`src/rtl/uart_cmd_sequencer.sv`:
```
// uart_cmd_sequencer: pops bytes from the UART RX FIFO, filters them against
// the command set, strobes valid commands to the ASCII decoder, echoes handled
// bytes into the UART TX FIFO and enforces a minimum inter-command gap.
//
// Ports:
//   iClk        system clock
//   iRst        synchronous active-high reset
//   iEnable     1 = allowed to start popping new bytes
//   iRx_Empty   RX FIFO empty flag (sampled only in IDLE)
//   oRx_Rd      RX FIFO pop strobe; data valid on iRx_Data the next cycle
//   iRx_Data    RX FIFO read data
//   iTx_Full    TX FIFO full flag
//   oTx_Wr      TX FIFO push strobe
//   oTx_Data    TX FIFO write data (echo byte while in ECHO, else 0)
//   oAscii      command byte to decoder, 0 outside PRESENT
//   oCmd_Valid  high for exactly the PRESENT cycle
//   oBusy       high in every state except IDLE
//   oCmd_Cnt    commands presented, modulo 256
module uart_cmd_sequencer #(
    parameter int GAP_CYCLES = 4,
    parameter bit ECHO_EN    = 1'b1
) (
    input  logic       iClk,
    input  logic       iRst,
    input  logic       iEnable,
    input  logic       iRx_Empty,
    output logic       oRx_Rd,
    input  logic [7:0] iRx_Data,
    input  logic       iTx_Full,
    output logic       oTx_Wr,
    output logic [7:0] oTx_Data,
    output logic [7:0] oAscii,
    output logic       oCmd_Valid,
    output logic       oBusy,
    output logic [7:0] oCmd_Cnt
);

    // Gap counter runs 0 .. GAP_CYCLES-1 while in GAP.
    localparam int CW = (GAP_CYCLES > 1) ? $clog2(GAP_CYCLES) : 1;
    localparam logic [CW-1:0] GAP_LAST =
        CW'((GAP_CYCLES > 0) ? GAP_CYCLES - 1 : 0);

    localparam logic [7:0] REJECT_ECHO = 8'h3F;

    typedef enum logic [2:0] {
        S_IDLE,
        S_POP,
        S_LATCH,
        S_PRESENT,
        S_ECHO,
        S_GAP
    } state_t;

    state_t        state;
    state_t        state_nx;
    state_t        after_echo;
    state_t        after_present;

    logic [7:0]    byte_q;
    logic [7:0]    echo_q;
    logic [7:0]    cmd_cnt;
    logic [CW-1:0] gap_cnt;

    logic          rx_valid;
    logic          rx_drop;

    // Classify the byte the FIFO is presenting during LATCH.
    always_comb begin
        rx_valid = 1'b0;
        rx_drop  = 1'b0;
        case (iRx_Data)
            8'h43, 8'h57, 8'h54, 8'h55,
            8'h44, 8'h75, 8'h64, 8'h6C,
            8'h72, 8'h4D, 8'h53, 8'h58: rx_valid = 1'b1;
            8'h0D, 8'h0A:               rx_drop  = 1'b1;
            default: ;
        endcase
    end

    // Disabled stages collapse onto the next one in the chain.
    always_comb begin
        after_echo    = (GAP_CYCLES > 0) ? S_GAP : S_IDLE;
        after_present = ECHO_EN ? S_ECHO : after_echo;
    end

    always_comb begin
        state_nx = state;
        case (state)
            S_IDLE: begin
                if (iEnable && !iRx_Empty) begin
                    state_nx = S_POP;
                end
            end
            S_POP: begin
                state_nx = S_LATCH;
            end
            S_LATCH: begin
                if (rx_valid) begin
                    state_nx = S_PRESENT;
                end else if (rx_drop) begin
                    state_nx = after_echo;
                end else begin
                    state_nx = after_present;
                end
            end
            S_PRESENT: begin
                state_nx = after_present;
            end
            S_ECHO: begin
                if (!iTx_Full) begin
                    state_nx = after_echo;
                end
            end
            S_GAP: begin
                if (gap_cnt == GAP_LAST) begin
                    state_nx = S_IDLE;
                end
            end
            default: begin
                state_nx = S_IDLE;
            end
        endcase
    end

    always_ff @(posedge iClk) begin
        if (iRst) begin
            state   <= S_IDLE;
            byte_q  <= '0;
            echo_q  <= '0;
            gap_cnt <= '0;
            cmd_cnt <= '0;
        end else begin
            state <= state_nx;
            if (state == S_LATCH) begin
                byte_q <= iRx_Data;
                echo_q <= rx_valid ? iRx_Data : REJECT_ECHO;
            end
            if (state == S_GAP) begin
                gap_cnt <= gap_cnt + CW'(1);
            end else begin
                gap_cnt <= '0;
            end
            if (state == S_PRESENT) begin
                cmd_cnt <= cmd_cnt + 8'd1;
            end
        end
    end

    // The TX push is qualified by iTx_Full in the same cycle so the echo
    // lands on the first non-full cycle without an extra wait state.
    always_comb begin
        oRx_Rd     = (state == S_POP);
        oCmd_Valid = (state == S_PRESENT);
        oAscii     = (state == S_PRESENT) ? byte_q : 8'h00;
        oTx_Wr     = ECHO_EN && (state == S_ECHO) && !iTx_Full;
        oTx_Data   = (state == S_ECHO) ? echo_q : 8'h00;
        oBusy      = (state != S_IDLE);
        oCmd_Cnt   = cmd_cnt;
    end

endmodule

```
`config.mk`:
```
export PLATFORM = sky130hd
export DESIGN_NAME = uart_cmd_sequencer
export DESIGN_NICKNAME = d
export VERILOG_FILES = /design/src/rtl/uart_cmd_sequencer.sv
export SDC_FILE = /design/constraint.sdc
export NUM_CORES = 1
export LEC_CHECK = 0
export CAP_MARGIN = 20
export CORE_ASPECT_RATIO = 1.4
export CORE_UTILIZATION = 56
export DETAILED_ROUTE_END_ITERATION = 8
export DONT_BUFFER_PORTS = 1
export PLACE_DENSITY = 0.71
export SYNTH_ARGS = -nofsm -noshare
export SYNTH_HDL_FRONTEND = slang
export SYNTH_SLANG_ARGS = --single-unit
```
`constraint.sdc`:
```
create_clock -name iClk -period 1.4 [get_ports iClk]
set_input_delay 0.14 -clock iClk [delete_from_list [all_inputs] [get_ports iClk]]
set_output_delay 0.14 -clock iClk [all_outputs]
set_load 0.01 [all_outputs]
```
==> results of run 1 <==
[placed cells by master, fill, tap and decap left out, types with 2 or more instances in the layout]
master         count
xnor2_1            3
nand4_1            2
ha_1               2
and2_4            16
nand2_1           19
and3_1             2
nor2_2             2
nor3_1             2
nor3_2             2
inv_1              3
nor2_1            24
nor2b_4            3
a211oi_1           6
nand3_1            2
xor2_1             5
dlygate4sd3_1      9
buf_12             2
nand4bb_1          2
nor3b_1            2
buf_4             12
clkbuf_4           5
clkbuf_8           2
nand2b_1           4
dfxtp_2            2
a21oi_1           14
buf_6              6
dfxtp_1           26
[worst max-delay path, cell delays in order (launching register included)]
cell and delay (ps):
dfxtp_2 350, buf_6 130, nor3b_4 240, buf_6 160
and2_4 150
[through the flow]
stage	util [%]	hold WS [ps]	setup slack (ps)	power [mW]
6_report	76.7	6.85	-93.0	1.57
5_1_grt	76.7	13.5	-153	1.62
4_1_cts	69.9	-148	-65.1	1.53
3_5_place_dp	61.1	216	-0.853	0.938
3_3_place_gp	61.1	215	29.9	0.935
2_1_floorplan	-	276	22.4	0.942
[what timing repair did]
item	CTS	global route
resized for setup	33	9
setup buffers	6	3
cloned	2	1
hold buffers	1	9
endpoints found under the hold margin	27	26
endpoints found under the setup margin	21	20
pin swaps	9	7
[flip-flops by register name, indices dropped and copies added (netlist names)]
name,count
byte_q,8
gap_cnt,2
state,3
echo_q,8
oCmd_Cnt,8
[kinds of logic (layout without fill, tap and decap cells)]
group / after synthesis / count (layout)
xor gates and xnor gates: 8 / 8
adders and majority gates: 2 / 2
AOI/OAI and AO/OA: 32 / 32
muxes: 1 / 1
DFF: 29 / 29
and+or+nand+nor: 97 / 97
buffers and inverters: 16 / 42
[final timing paths]
path	cells past startpoint	endpoint	from	slack [ps]
hold / removal	2	echo_q[1]	iRx_Data[1]	7
setup / recovery	4	oTx_Data[5]	state[1]	-90
hold reg to reg	1	gap_cnt[0]	gap_cnt[0]	440
setup reg to reg	8	state[0]	state[2]	-50
[power groups by stage]
stage / Clock, mW / Sequential [mW] / Combinational [mW]
after floorplan: 0 / 0.852 / 0.0904
after global placement: 0 / 0.855 / 0.0805
after detailed placement: 0 / 0.856 / 0.0822
after CTS: 0.600 / 0.835 / 0.0961
after global routing: 0.634 / 0.836 / 0.155
final: 0.589 / 0.835 / 0.144
[routing by layer]
metal,share of wire [%],vias up,global-route usage (%)
met5,0,-,0
met4,0.86,0,8.82
met3,4.3,3,9.60
met2,55,34,42.9
met1,40,670,29.8
li1,-,688,-
[synth_stat cells (2+ instances only)]
cell / count
dfxtp_1: 29
nor2_1: 26
nand2_1: 19
and2_1: 16
a21oi_1: 14
clkbuf_1: 7
a211oi_1: 6
buf_2: 5
xor2_1: 5
nand2b_1: 4
inv_1: 3
nor2b_1: 3
nor3_1: 3
nor3b_1: 3
xnor2_1: 3
and3_1: 2
and3b_1: 2
and4_1: 2
ha_1: 2
nand3_1: 2
nand4_1: 2
nand4bb_1: 2
[final cells by class]
cell class                      instances  share of cell area (%)
Clock buffer                            7                    3.25
Clock inverter                          1                   0.250
Inverter                                3                   0.562
Multi-Input combinational cell        140                    49.1
Sequential cell                        29                    29.3
Tap cell                               36                    2.25
Timing Repair Buffer                   31                    15.4
==> metrics.txt, run 1 <==
status=finished, violations left; failing checks=negative setup slack; final hold violations=0; fin cells=247; GRT Util Overall=26.1%; syn_nets=200; Setup WS post-layout=-93.0 ps; Post-Synth XOR/XNOR Area=4.55%; ys async rst share=0%; combinational share of power=9.2%; H-tree Lvls=2; Net count, final=225; # placed instances=217; post-synth top area cell=dfxtp_1; Critical Path RT=1260 ps; clock root buffer=clkbuf_4; vias in the first global route=1,296; footprint of the multi-input gates=983 um2; Clock Tree Buf Depth=2; worst skew pair latency=330 ps; Synth Flop Type=dfxtp_1; worst slew pin tran=316 ps; Final Instance Area=2000 um2; WL/cell=15.1 um; fillcell total=210; #FFs+latches synth=29; Synth Area in Compound Gates=15.9%; TNS Setup=-987 ps; CTS clk-pin slew, worst paths=90 ps; VDD IR max=0.695 mV; Worst EP arrival=1350 ps; Final min period=1490 ps; share of layout cells above drive strength 1=31.3%; CP Class=reg2out; DRT iter0 DRCs=23; synth unique cells=47; WL final=3.72 mm; die area=2970 um2; Pint=1.20 mW; Die Span Y=64.1 um; RD Place Congestion=0.880; Synth Area in Simple Gates=35.0%; startpoint types=flip-flop; max cap viols=0; fmax=670 MHz; grt ovf=0; CTS tree=yes; P_sw=0.372 mW; Core Rows=22; Inserted Diodes=0; Starting Density=58.9%; Final Max Tran Viols=0; Clock power frac=37.6%; first drt pass iteration count=4; initial antenna violation count=0; Routed Antenna Nets=0; Die W=46.3 um; dominant cells by area after synthesis=dfxtp_1 (38%), and2_1 (6.5%), nor2_1 (6.3%); Buffers on Ports=0; sequential element share of the synthesized area=37.7%; CP Max Fanout=5; pin count of the biggest net entering global routing=29; mux contribution to synthesized area=0.650%; cells after synthesis=185; Max-slew headroom=78.8%; static leakage=0.787 nW; clk_skew=7.54 ps; largest family of logic cells by synthesized area=simple AND/OR/NAND/NOR gates; Vias/cell=5.65; DP Area=1600 um2; Mapped Area=1540 um2; Post-synth EDFFs=0; sw frac=23.7%; # DRC=0; RSZ-0062 raised after global routing=yes; Via Count=1,395; Finish-stage setup viols=16; I/O pin cnt=41; top cell type's share of synthesized area=37.7%; CORE AREA=2620 um2; YS warnings=0; nature of the critical path endpoint=output port; register area=587 um2; hold crit path type=in2reg; Syn-to-layout area delta=30.1%; Final period util=107%; TritonCTS Buffers=5; Seq pwr share=53.3%; Adder-Cell Fraction of Synth Area=1.62%; first-pass GRT wire length=5.62 mm; average size of a mapped cell=8.33 um2; DP Wirelength=2.27 mm; power per cell area=782 nW/um2; clk sink count=29
No activity file was read; power rests on OpenSTA's default activity.
==> inputs of run 2 (changes only) <==
==> constraint.sdc (replaced) <==
create_clock -name iClk -period 1.4 [get_ports iClk]
set_input_delay 0.28 -clock iClk [delete_from_list [all_inputs] [get_ports iClk]]
set_output_delay 0.28 -clock iClk [all_outputs]
set_load 0.01 [all_outputs]
==> run 2 against run 1 <==
Compared with the run above: the flow still finishes with violations (negative setup slack); via count is 1.8% lower; die area stayed put; cell area is 6.2% lower; non-clock buffer count is 8 lower; register-to-register slack better by 60 ps; global-route usage is 0.24 points lower; wire length is 3.7% lower; power is 7.5% lower; combinational power is 24% lower; critical path type unchanged; largest cell class unchanged; largest power group unchanged.
==> metrics.txt, run 2 (same netlist as run 1, synthesis figures left out) <==
Clock Tree Buf Depth=2; die area=2970 um2; Final period util=110%; fmax=651 MHz; DP Wirelength=2.52 mm; most common cell after layout, fill and taps aside=dfxtp_1; RSZ-0062 raised after global routing=yes; Vias/cell=5.76; initial antenna violation count=0; r2r startpoint=state[2]; TNS Setup=-2290 ps; I/O pin cnt=41; Hold Crit Depth=1; worst-path cell chain=and3b_2 -> buf_8 -> and2_4; Die Span Y=64.1 um; Core Rows=22; static leakage=0.725 nW; worst min-delay path endpoint=echo_q[3]; Reg-to-Reg End=oCmd_Cnt[7]; first drt pass iteration count=4; fin cells=238; Buffers on Ports=0; startpoint types=flip-flop; worst slew pin tran=311 ps; fillcell total=219; RD Place Congestion=0.856; final hold violations=0; hold crit path type=in2reg; Die W=46.3 um; Finish-stage setup viols=19; Worst EP arrival=1260 ps; Max-slew headroom=79.2%; # DRC=0; CORE AREA=2620 um2; share of layout cells above drive strength 1=30.7%; worst hold start=iRst; leading cell types in the layout, fill and taps excluded=dfxtp_1 (26), nor2_1 (25), nand2_1 (19), and2_4 (16), buf_4 (16); Final Max Tran Viols=0; Routed Antenna Nets=0; setup slack, reg-to-reg=10 ps; DRT iter0 DRCs=28; TritonCTS Buffers=5; Starting Density=58.9%; grt ovf=0; H-tree Lvls=2; Via Count=1,370; DP Area=1650 um2; # placed instances=224; CP Class=reg2out; status=finished, violations left; Net count, final=217; pin count of the biggest net entering global routing=29; pre-CTS setup slack=-169 ps; CTS clk-pin slew, worst paths=80 ps; Setup WS post-layout=-137 ps; WL/cell=15.1 um; worst r2r path cells=6; register area=589 um2; Syn-to-layout area delta=22.0%; footprint of the multi-input gates=980 um2; vias in the first global route=1,283; max cap viols=0; Critical Path RT=1120 ps; nature of the critical path endpoint=output port; worst skew pair latency=330 ps; Inserted Diodes=0; clk sink count=29; Hold Slack=14.0 ps; CP peak stage delay=380 ps; Total Power=1.45 mW; CP max stage cell=dfxtp_2; clock root buffer=clkbuf_4; power per cell area=772 nW/um2; first-pass GRT wire length=5.57 mm; CTS tree=yes; GRT Util Overall=25.9%; Final Core Density=71.9%; VDD IR max=0.570 mV; failing checks=negative setup slack; critical path launch point=state[2]; Final Instance Area=1880 um2; Final min period=1540 ps; clk_skew=7.15 ps; CP Max Fanout=12; WL final=3.59 mm
## run 2: final cells by class
type / instances / area share [%]
Clock buffer: 7 / 2.93
Timing Repair Buffer: 23 / 10.6
Multi-Input combinational cell: 140 / 52.1
Inverter: 3 / 0.599
Sequential cell: 29 / 31.4
Tap cell: 36 / 2.40
## run 2: worst max path at each step
stage	depth (start not counted)	slack [ps]	endpoint
global route	3	-190	oTx_Data[0]
global placement	5	-130	state[1]
finish	3	-140	oAscii[2]
floorplan	5	-70	state[1]
detailed placement	5	-170	state[1]
CTS	3	-130	oAscii[6]
## run 2: power by group
part	internal (mW)	switching (mW)	leakage, nW
clock	0.237	0.270	0.0314
combinational	0.0574	0.0528	0.458
sequential	0.828	0.00571	0.236
## run 2: what timing repair did
action	CTS	global route
pin swaps	10	2
resized for setup	31	6
buffers inserted	4	0
hold buffers	0	3
endpoints found under the setup margin	20	24
hold endpoints to repair	0	3
## run 2: metal layers
layer	part of all wire, %	global-route usage (%)
met5	0	0
met4	1.4	8.82
met3	5.1	8.47
met2	56	44.3
met1	38	28.3
## run 2: critical path: cells and delay by family, from the launching register on
kind / cells / cell delay [ps]
buffers and inverters: 1 / 140
AND/OR/NAND/NOR: 2 / 420
flip-flops: 1 / 380
